[src/rtl/rregfile_pkg.sv]
// Shared definitions for the rregfile general-purpose register bank:
// default geometry, the all-zeros word, the word type and the address
// range check used by the write decoder.
package rregfile_pkg;

   localparam int DEFAULT_WIDTH = 32;
   localparam int DEFAULT_DEPTH = 32;

   localparam logic [DEFAULT_WIDTH-1:0] ZERO_WORD = '0;

   typedef logic [DEFAULT_WIDTH-1:0] word_t;

   // True when addr names a physically present word of a depth-word bank.
   function automatic logic addr_in_range(input logic [31:0] addr,
                                          input logic [31:0] depth);
      return addr < depth;
   endfunction

endpackage

[src/rtl/rword.sv]
// One storage word of the register bank: a WIDTH-bit register with
// synchronous clear and a load enable.
module rword #(
   parameter int WIDTH = 32
) (
   input  logic             clk,
   input  logic             reset,
   input  logic             enable,
   input  logic [WIDTH-1:0] d,
   output logic [WIDTH-1:0] q
);

   // Clear wins over load so a write on the reset edge is dropped.
   always_ff @(posedge clk) begin
      if (reset) begin
         q <= '0;
      end else if (enable) begin
         q <= d;
      end
   end

endmodule

[src/rtl/rregfile.sv]
// CPU general-purpose register bank: DEPTH words of WIDTH bits, one
// synchronous write port and two combinational read ports.
// Entry 0 is hardwired to zero when ZERO_REG=1; addresses at or above
// DEPTH ignore writes and read as zero.
// Optional macro RREGFILE_WRITE_BYPASS_EN forwards the write data to a
// read port addressing the word being written in the same cycle.
module rregfile
   import rregfile_pkg::*;
#(
   parameter  int WIDTH    = DEFAULT_WIDTH,
   parameter  int DEPTH    = DEFAULT_DEPTH,
   parameter  int ZERO_REG = 1,
   localparam int AW       = $clog2(DEPTH)
) (
   input  logic             clk,
   input  logic             reset,
   input  logic             we,
   input  logic [AW-1:0]    waddr,
   input  logic [WIDTH-1:0] wdata,
   input  logic [AW-1:0]    raddr1,
   output logic [WIDTH-1:0] rdata1,
   input  logic [AW-1:0]    raddr2,
   output logic [WIDTH-1:0] rdata2
);

   // Every encodable address gets a slot so the read mux needs no
   // range check: missing words and the zero entry are tied to zero.
   localparam int NUM_SLOTS = 1 << AW;

   logic [WIDTH-1:0] slot [NUM_SLOTS];
   logic             waddr_ok;

   assign waddr_ok = addr_in_range(32'(waddr), 32'(DEPTH)) &&
                     !((ZERO_REG != 0) && (waddr == '0));

   for (genvar i = 0; i < NUM_SLOTS; i++) begin : g_slot
      if ((i >= DEPTH) || ((ZERO_REG != 0) && (i == 0))) begin : g_zero
         assign slot[i] = WIDTH'(ZERO_WORD);
      end else begin : g_word
         logic en;
         assign en = we && waddr_ok && (waddr == AW'(i));
         rword #(
            .WIDTH (WIDTH)
         ) u_word (
            .clk    (clk),
            .reset  (reset),
            .enable (en),
            .d      (wdata),
            .q      (slot[i])
         );
      end
   end

   // Both read ports select from the slot table, optionally forwarding write data.
   always_comb begin
      rdata1 = slot[raddr1];
      rdata2 = slot[raddr2];
`ifdef RREGFILE_WRITE_BYPASS_EN
      if (we && !reset && waddr_ok && (raddr1 == waddr)) begin
         rdata1 = wdata;
      end
      if (we && !reset && waddr_ok && (raddr2 == waddr)) begin
         rdata2 = wdata;
      end
`endif
   end

endmodule

[config.mk]
export PLATFORM = sky130hd
export DESIGN_NAME = rregfile
export DESIGN_NICKNAME = d
export VERILOG_FILES = /design/src/rtl/rregfile_pkg.sv /design/src/rtl/rword.sv /design/src/rtl/rregfile.sv
export SDC_FILE = /design/constraint.sdc
export NUM_CORES = 2
export LEC_CHECK = 0
export CAP_MARGIN = 20
export CORE_MARGIN = 2
export CORE_UTILIZATION = 60
export DETAILED_ROUTE_END_ITERATION = 7
export GPL_TIMING_DRIVEN = 0
export PLACE_DENSITY_LB_ADDON = 0.1
export SETUP_SLACK_MARGIN = 0.3
export SKIP_LAST_GASP = 1
export SYNTH_ARGS = -nofsm -noshare
export SYNTH_HDL_FRONTEND = slang
export SYNTH_SLANG_ARGS = --single-unit
[constraint.sdc]
create_clock -name clk -period 3 [get_ports clk]
set_input_delay 0.45 -clock clk [delete_from_list [all_inputs] [get_ports clk]]
set_output_delay 0.45 -clock clk [all_outputs]
set_load 0.1 [all_outputs]
==> results.toml <==
[worst_setup_path]
path_cells = "buf_16 -> buf_16 -> buf_12 -> mux4_2 -> mux4_2 -> mux2_4 -> buf_12"
critPathKind = "in -> out"
required_ps = 2550
reg2reg_slack_ps = 2150
r2r_cells = 4
crit_family = "multiplexers"
cp_max_fo = 10
timing.rr.end = "g_slot[31].g_word.u_word.q[15]"
arrival_ps = 2650
crit_cells = 7
crit_buf_inv = 4
cpMaxStageDelayCell = "mux4_2"
endpoint = "rdata2[6]"
crit_path_end_kind = "primary output"
critical_path.startpoint_type = "input port"
r2r-start = "g_slot[31].g_word.u_word.q[15]"
cpPeakStageDelay_ps = 600
critPathLaunch = "raddr2[0]"

[synth]
synth.area.top_cells = "dfxtp_1 (40%), mux4_2 (22%), nand2_1 (15%)"
yosys.area.top_type_share_pct = 39.6
syn_nets = 5674
synth_warnings = 0
yosys.area.top_type = "dfxtp_1"
synthMuxAreaShare_pct = 25.6
yosysUniqueCellTypes = 32
synth_top_family_by_area = "multiplexers"
synthesis.area_um2 = 50200
synthCells = 5624
synth_edf_count = 0
synthXorXnorAreaFrac_pct = 0
ys_seq_area_share_pct = 39.6
ys_ff_latch = 992
synth_compound_area_share_pct = 13.8
synth_fa_ha_area_share_pct = 0
avgSynthCellArea_um2 = 8.92
synth_flop_cell = "dfxtp_1"
synth-simple-area-share_pct = 16.2
synth-async-reset-ratio_pct = 0

[sta]
period_minus_slack_ps = 3100
drv_slew = 0
fmaxAchievable_mhz = 323
hold_viol_final = 0
final.setup.worst_slack_ps = -99.9
rsz0062_at_grt = "yes"
slew-limit-headroom_pct = 32.3
finalSetupViolations = 34
finClkSkew_ps = 0
fin_crit_sh_pct = 103
worstMarginPinSlew_ps = 1020

[grt]
grt_max_degree = 16
grt-ovfl-total = 0
antenna_found_initial = 24
grt_pass1_vias = 44800
grt_pass1_wl_um = 296000
track_usage_pct = 47.3

[power_and_ir_drop]
power.density_nw_per_um2 = 503
ir_drop_mv = 0.555
power.total_mw = 30.7
power_leakage_nw = 20.2

[clock_tree]
clock-sinks = 992
clockBufferDepth = 3
cts.clk_slew.worst_paths_ps = 60
cts_tree = "yes"
cts_hold_buf = 0
htreeDepth = 3
clock_latency_ps = 690
clock-root-buffer = "clkbuf_16"
numCtsBuffers = 103

[job]
cap_viol_max_count = 0

[cells_and_area]
drive_gt1_share_pct = 24.2
nets = 6007
largest_reg_flops = 992
final_area_um2 = 61000
final_common_cell = "nand2_1"
final_cell_mix = "nand2_1 (2003), a21oi_1 (992), dfxtp_1 (775)"
syn2layout_area_growth_pct = 21.5
largestRegisters = "g_slot.g_word.u_word.q (992)"
top_register = "g_slot.g_word.u_word.q"

[routing]
via_per_inst = 6.61
ant_nets = 0
wl_per_cell_um = 29.1
drtIter0Drc = 6898
drc_errors = 1
routed_wl_um = 208000
firstDrtPassIters = 8
vias = 47100

[die]
initial_core_util_pct = 60.2
dieWidth_um = 293
ios = 114
fp.dieH_um = 293
die-area_um2 = 86000
core_area_um2 = 83300
rows = 106

[worst_hold_path]
whs_path_depth = 3
worstHoldPathType = "in -> reg"

[place]
placed_cell_area_um2 = 53500
pre_cts_slack_ps = -1800
gp_congestion = 1.02
numPortBuffers = 101
hpwl_um = 163000

[status]
violations = "design-rule violations, negative setup slack"
status = "complete, but fails checks"
==> report_power, final <==
part	total [mW]	internal (mW)	switching, mW	leakage (nW)
Combinational	3.07	1.05	2.02	10.3
Clock	14.3	8.40	5.85	1.81
Sequential	13.4	13.3	0.0862	8.11
Total	30.7	22.7	7.96	20.2
==> area by class of cell <==
cell class	count	area, µm²
Antenna cell	5	12.5
Timing Repair Buffer	228	2980
Multi-Input combinational cell	4030	29200
Clock inverter	46	746
Fill cell	6039	22300
Tap cell	1080	1350
Inverter	1	3.75
Clock buffer	140	2970
Sequential cell	992	20100
Buffer	601	3600
==> per-layer routing <==
layer	vias to the layer above	global-route usage, %	part of all wire (%)
met5	-	0	0.053
met4	18	26.4	6.8
met3	645	15.9	15
met2	3361	69.2	42
met1	22700	61.7	36
li1	20300	-	-
==> worst min-delay path by stage <==
stage | startpoint | end | slack, ps
2_1_floorplan | g_slot[3].g_word.u_word.q[0] | g_slot[3].g_word.u_word.q[0] | 440
3_3_place_gp | g_slot[25].g_word.u_word.q[19] | g_slot[25].g_word.u_word.q[19] | 450
3_5_place_dp | g_slot[20].g_word.u_word.q[27] | g_slot[20].g_word.u_word.q[27] | 460
4_1_cts | wdata[15] | g_slot[2].g_word.u_word.q[15] | 380
5_1_grt | wdata[15] | g_slot[2].g_word.u_word.q[15] | 420
6_report | wdata[15] | g_slot[2].g_word.u_word.q[15] | 390
==> cells in the mapped netlist (38+ instances only) <==
master,n
mux4_2,480
nand2_1,2004
a22o_1,128
a21oi_1,992
dfxtp_1,992
mux2i_1,96
clkbuf_1,492
and2_1,38
buf_2,85
mux2_2,96
==> cells by family (layout without fill, tap and decap cells) <==
family	Yosys count	count (layout)
buf+inv	602	1016
mux	672	672
compound gates	1248	1248
other cells	0	5
flops	992	992
simple gates	2110	2110
==> stage by stage <==
step	TNS [ps]	util, %	hold slack, ps	std cells
2_1_floorplan	0	-	442	5624
3_3_place_gp	-326420	64.2	449	6805
3_5_place_dp	-360970	64.2	459	6809
4_1_cts	-447	72.4	376	7081
5_1_grt	-1660	73.2	424	7120
6_report	-1890	73.2	386	7123
==> timing repair <==
action                     in CTS  in global routing
resized for setup            1065                125
setup endpoints to repair     214                678
pin swaps                      64                 59
buffers inserted               78                 31
gates cloned                    8                  5
hold endpoints to repair        0                  0
==> tightest hold or removal path: cells and delay by family <==
kind	cells	cell delay [ps]
AOI/OAI and AO/OA	1	50
buffers and inverters	1	450
and+or+nand+nor	1	80
(Power assumes the default switching activity.)
